==> src/rtl/flash_boot_loader_pkg.sv <==
// Shared widths and FSM state encoding for the flash-to-RAM boot copy engine.
package flash_boot_loader_pkg;

  localparam int unsigned FLASH_AW_DEF = 22;
  localparam int unsigned FLASH_DW     = 16;

  typedef logic [2:0] state_t;

  localparam state_t ST_IDLE   = 3'd0;
  localparam state_t ST_RD_LO  = 3'd1;
  localparam state_t ST_GAP_LO = 3'd2;
  localparam state_t ST_RD_HI  = 3'd3;
  localparam state_t ST_GAP_HI = 3'd4;
  localparam state_t ST_WR     = 3'd5;
  localparam state_t ST_DONE   = 3'd6;

endpackage

==> src/rtl/flash_boot_loader.sv <==
// Boot copy engine: reads halfword pairs from the flash driver, packs them
// little-endian into 32-bit words and writes them to RAM, then flags done.
module flash_boot_loader
  import flash_boot_loader_pkg::*;
#(
  parameter int unsigned         FLASH_AW   = FLASH_AW_DEF,
  parameter int unsigned         RAM_AW     = 20,
  parameter int unsigned         WORDS      = 1024,
  parameter logic [FLASH_AW-1:0] FLASH_BASE = '0
) (
  input  logic                clk,
  input  logic                rst,
  input  logic                start,
  output logic [FLASH_AW-1:0] flash_addr_o,
  output logic                flash_rd_en_o,
  input  logic [FLASH_DW-1:0] flash_data_i,
  input  logic                flash_rd_finish_i,
  output logic [RAM_AW-1:0]   ram_addr_o,
  output logic [31:0]         ram_data_o,
  output logic                ram_we_o,
  input  logic                ram_ack_i,
  output logic                busy_o,
  output logic                done_o,
  output logic [RAM_AW:0]     word_cnt_o
);

  localparam logic [RAM_AW:0] WORDS_C = (RAM_AW + 1)'(WORDS);

  state_t              state_q, state_d;
  logic [FLASH_AW-1:0] ptr_q, ptr_d;
  logic [FLASH_DW-1:0] lo_q, lo_d;
  logic [FLASH_DW-1:0] hi_q, hi_d;
  logic [RAM_AW:0]     cnt_q, cnt_d;
  logic                commit_q, commit_d;

  always_comb begin
    state_d  = state_q;
    ptr_d    = ptr_q;
    lo_d     = lo_q;
    hi_d     = hi_q;
    cnt_d    = cnt_q;
    commit_d = commit_q;
    case (state_q)
      ST_IDLE, ST_DONE: begin
        if (start) begin
          cnt_d    = '0;
          ptr_d    = FLASH_BASE;
          commit_d = 1'b0;
          state_d  = (WORDS == 0) ? ST_DONE : ST_RD_LO;
        end
      end
      ST_RD_LO: begin
        if (flash_rd_finish_i) begin
          lo_d    = flash_data_i;
          ptr_d   = ptr_q + FLASH_AW'(1);
          state_d = ST_GAP_LO;
        end
      end
      ST_GAP_LO: state_d = ST_RD_HI;
      ST_RD_HI: begin
        if (flash_rd_finish_i) begin
          hi_d    = flash_data_i;
          ptr_d   = ptr_q + FLASH_AW'(1);
          state_d = ST_GAP_HI;
        end
      end
      ST_GAP_HI: state_d = ST_WR;
      ST_WR: begin
        // WR spans a request phase and a one-cycle commit phase: the counter
        // is bumped on ack, and the loop/finish decision is taken from the
        // updated count on the following cycle with the write request dropped.
        if (!commit_q) begin
          if (ram_ack_i) begin
            cnt_d    = cnt_q + (RAM_AW + 1)'(1);
            commit_d = 1'b1;
          end
        end else begin
          commit_d = 1'b0;
          state_d  = (cnt_q == WORDS_C) ? ST_DONE : ST_RD_LO;
        end
      end
      default: state_d = ST_IDLE;
    endcase
  end

  always_ff @(posedge clk or negedge rst) begin
    if (!rst) begin
      state_q  <= ST_IDLE;
      ptr_q    <= '0;
      lo_q     <= '0;
      hi_q     <= '0;
      cnt_q    <= '0;
      commit_q <= 1'b0;
    end else begin
      state_q  <= state_d;
      ptr_q    <= ptr_d;
      lo_q     <= lo_d;
      hi_q     <= hi_d;
      cnt_q    <= cnt_d;
      commit_q <= commit_d;
    end
  end

  assign flash_addr_o  = ptr_q;
  assign flash_rd_en_o = (state_q == ST_RD_LO) || (state_q == ST_RD_HI);
  assign ram_addr_o    = cnt_q[RAM_AW-1:0];
  assign ram_data_o    = {hi_q, lo_q};
  assign ram_we_o      = (state_q == ST_WR) && !commit_q;
  assign busy_o        = (state_q != ST_IDLE) && (state_q != ST_DONE);
  assign done_o        = (state_q == ST_DONE);
  assign word_cnt_o    = cnt_q;

endmodule
==> config.mk <==
export PLATFORM = sky130hd
export DESIGN_NAME = flash_boot_loader
export DESIGN_NICKNAME = d
export VERILOG_FILES = /design/src/rtl/flash_boot_loader_pkg.sv /design/src/rtl/flash_boot_loader.sv
export SDC_FILE = /design/constraint.sdc
export NUM_CORES = 1
export LEC_CHECK = 0
export ABC_AREA = 1
export CAP_MARGIN = 10
export CORE_ASPECT_RATIO = 0.5
export CORE_MARGIN = 5
export CORE_UTILIZATION = 45
export CTS_CLUSTER_DIAMETER = 50
export DETAILED_ROUTE_END_ITERATION = 7
export DONT_BUFFER_PORTS = 1
export PLACE_DENSITY_LB_ADDON = 0.25
export SLEW_MARGIN = 25
export SYNTH_ARGS = -nofsm -noshare
export SYNTH_HDL_FRONTEND = slang
export SYNTH_SLANG_ARGS = --single-unit
==> constraint.sdc <==
create_clock -name clk -period 4.1 [get_ports clk]
set_input_delay 0.41 -clock clk [delete_from_list [all_inputs] [get_ports clk]]
set_output_delay 0.41 -clock clk [all_outputs]
set_load 0.02 [all_outputs]
==> implementation parameters <==
Parameter                              Value

Outcome
  Status ... complete, no violations

Clock network
  Maximum buffer depth of the clock tree ... 2
  Source-to-sink clock delay at the later pin of the worst-skew pair ... roughly 0.33 ns
  Count of buffers added by post-CTS timing repair for setup ... 0
  Num CTS Buffers ... 9
  Buffer type at the clock tree root ... clkbuf_16
  Clock tree from TritonCTS ... built
  CTS sink cnt ... 79
  H-tree levels ... 3
  Clock edge transition at the registers on the reported setup and hold paths ... 0.06 ns

Cells and area
  Fill count ... roughly 960
  End-of-flow core utilization ... 0.495
  Antenna cells ... 0
  Fraction of final layout cells with drive strength greater than 1 ... 0.0828
  Post-synthesis to final-layout area growth ... 5.91%
  Final net count ... approximately 610

Synthesis
  Mean cell area of the mapped netlist ... about 7.4 sq um
  Cells taking the most area after synthesis ... dfrtp_1 44%, nand2_1 14%, nor2_1 6.8%
  Portion of netlist area occupied by mux cells ... 0
  Area share of and/or/nand/nor cells after synthesis ... 0.340
  XOR/XNOR share of the synthesized area ... 0.00585
  Post-synthesis compound-gate area fraction ... 0.0875
  Cell count after synthesis ... 608
  Number of storage elements in the synthesis netlist ... 79
  Post-synthesis share of cell area spent on full adders, half adders and majority gates ... 0.00836
  Area share of the largest cell type after synthesis ... 0.440
  Mapped cell area ... 4490 sq um
  Most instantiated flip-flop cell in the synthesis netlist ... dfrtp_1
  Yosys warning count ... 0
  Sequential fraction of the synthesis area ... 0.440
  Synth cell types ... 36
  Largest family of logic cells by synthesized area ... simple AND/OR/NAND/NOR gates
  Syn_nets ... between 600 and 700
  Post-synth EDFFs ... 0
  Share of synthesized flip-flops with an asynchronous set or reset ... 1.00
  Area leader, netlist ... dfrtp_1

Drt
  Number of vias in the routed layout ... between 3,000 and 4,000
  Average via count per standard cell ... 5.25
  Routed length per instance ... 15.9 um
  Number of DRC violations after detailed-routing iteration 0 ... 269
  TritonRoute pass-1 iters ... 4
  Number of nets with antenna violations after routing ... 0
  # DRC ... 0
  Wire length reported by the detailed router ... 11,600 um

Setup path
  Register-to-Register Path Depth ... 7
  Data arrival time of the critical path ... about 2.5 ns
  Sort of element at the end of the critical path ... flip-flop
  Reg-to-Reg Start ... word_cnt_o[0]
  Critical path required time ... 4.36 ns
  Register-to-register path setup slack ... 1.88 ns
  Worst flop-to-flop path endpoint ... word_cnt_o[14]
  Largest fanout of any net on the critical path ... 11
  Crit path launch type ... flip-flop
  Launching element of the worst setup path ... word_cnt_o[0]
  Critical path type ... flip-flop to flip-flop

Hold path
  Kind of path behind the tightest hold check ... input pin to flip-flop
  Worst Hold Launch ... flash_data_i[5]
  End point of the most critical hold path ... lo_q[5]
  Cell depth of the worst min-delay path ... 2

STA
  Final setup violation count ... 0
  Max-slew violation count ... 0
  Total Neg Setup Slack ... 0 ns
  Minimum period implied by the final worst setup slack ... between 2 and 2.5 ns
  Final Hold Slack ... approximately 0.22 ns
  Worst setup skew after layout ... 0.00750 ns
  Normalized max-slew margin ... 0.391
  Final critical-path share of the clock period ... 0.542
  Unrepaired setup endpoints after global routing ... false
  Transition time of the tightest slew-check pin ... 0.912 ns
  Total count of hold-check failures in the final report ... 0
  Maximum clock rate ... around 450 MHz

GRT
  Antenna violations before repair ... 0
  Pin count of the biggest net entering global routing ... 80
  Met1 global-route usage ... 0.253
  Number of global-route vias before repair ... 3,728
  Top Usage Layer GRT ... met2
  Global routing usage on met2 ... 0.298
  Met3 track demand over resource ... 0.0919
  First-pass GRT wire length ... between 15,000 and 20,000 um
  GRT Overall Usage ... 0.198
  Aggregate global routing overflow ... 0

Die
  Standard cell core area ... 9600 sq um
  Row count ... 25
  Ports ... 120
  Area enclosed by the die boundary ... 12,200 sq um
  Die extent in y ... 80.6 um
  Initial cell density of the core ... 0.468
  Horizontal die dimension ... 151 um

Pwr
  Static leakage ... 0.00225 uW
  Net load switching power ... between 1000 and 1500 uW
  Worst IR Drop VDD ... 0.000314 V
  PD cells ... 631 nW/um^2
  Sw Ratio ... 0.433
  Total internal power ... 1700 uW
  Combinational fraction of design power ... 0.262
  Total power ... 3000 uW
  Register share of total power ... 0.454
  Clock Power Share ... 0.284

Placement
  Routability cong. ... 0.878
  Final HPWL from detailed placement ... approximately 8200 um
  Buffers on Ports ... 0

Job
  Max Cap Viol ... 0
power groups by stage:
stage / combinational [uW] / clock, uW / sequential (uW)
6_report: 788 / 852 / 1360
5_1_grt: 903 / 916 / 1400
4_1_cts: 788 / 875 / 1370
3_5_place_dp: 772 / 0 / 1370
3_3_place_gp: 740 / 0 / 1380
2_1_floorplan: 743 / 0 / 1300
flip-flops by register name, indices dropped and copies added, names as in the netlist:
signal / flops
lo_q: 16
hi_q: 16
flash_addr_o: 22
word_cnt_o: 21
commit_q: 1
state_q: 3
layer usage:
layer | up-vias | part of all wire
li1 | 1890 | -
met3 | 15 | 0.11
met2 | 151 | 0.44
met1 | 1764 | 0.44
met5 | - | 0
met4 | 0 | 0.011
area by class of cell:
cell class / count / area (sq um) / share of cell area
multi-input combinational: 423 / 1980 / 0.417
sequential: 79 / 1980 / 0.416
inverter: 72 / 275 / 0.0579
clock buffer: 10 / 229 / 0.0481
tap: 135 / 169 / 0.0355
clock inverter: 6 / 85.1 / 0.0179
timing repair buffer: 2 / 37.5 / 0.00789
cells in the mapped netlist (2+ instances only):
master / number
dfrtp_1: 79
buf_4: 21
a31oi_1: 2
nand3b_1: 3
nand2_1: 169
buf_6: 4
inv_1: 64
o21ai_0: 40
o21a_1: 2
nand2_2: 10
o21ai_1: 10
inv_2: 7
and2_1: 4
o21ai_2: 6
ha_1: 3
xor2_1: 2
a21oi_1: 6
nand4_1: 26
buf_2: 3
nor2_1: 81
o21bai_1: 2
clkbuf_1: 4
nand4_2: 2
nand3_1: 41
nor3_1: 6
through the flow:
stage | instances | worst slack [ns] | cell area (sq um)
final | 727 | 1.88 | 4760
after global routing | 727 | 1.73 | 4760
after CTS | 727 | 1.87 | 4750
after detailed placement | 709 | 1.87 | 4400
after global placement | 709 | 1.89 | 4400
after floorplan | 608 | 2.59 | 4490
timing repair:
item	CTS	global route
hold buffers	2	0
resized for setup	0	0
endpoints found under the hold margin	79	0
worst max-delay path by stage:
stage | end | slack (ns) | cells after the start
2_1_floorplan | word_cnt_o[16] | 2.59 | 8
3_3_place_gp | word_cnt_o[14] | 1.89 | 7
3_5_place_dp | lo_q[10] | 1.87 | 7
4_1_cts | word_cnt_o[14] | 1.87 | 7
5_1_grt | flash_addr_o[7] | 1.73 | 6
6_report | word_cnt_o[14] | 1.88 | 7
cell usage in the layout (no fill, tap or decap), types with 2 or more instances in the layout:
master / instances
ha_1: 3
nor2_1: 81
clkinv_2: 2
o21a_1: 2
clkinvlp_4: 2
and2_1: 4
dfrtp_1: 79
o21ai_1: 10
nand4_2: 2
a31oi_1: 2
o21bai_1: 2
a21oi_1: 6
o21ai_0: 40
nand3b_1: 3
nand4_1: 26
clkbuf_16: 9
nand2_2: 11
nor3_1: 6
xor2_1: 2
nand3_1: 41
o21ai_2: 6
nand2_1: 168
inv_2: 7
inv_1: 64
bufinv_16: 2
cell families after synthesis:
kind of cell,after synthesis
AND/OR/NAND/NOR,347
buffers and inverters,106
flip-flops,79
AO/OA/AOI/OAI,70
XOR/XNOR,3
adder cells (fa/ha/maj),3
critical path: stages, from the launching register on:
cell	delay, ns
dfrtp_1	0.85
ha_1	0.43
nand3_1	0.18
nor2_1	0.30
nand3_1	0.13
nand2_1	0.08
nand4_1	0.09
o21ai_1	0.10
No activity file was read; power rests on OpenSTA's default activity.
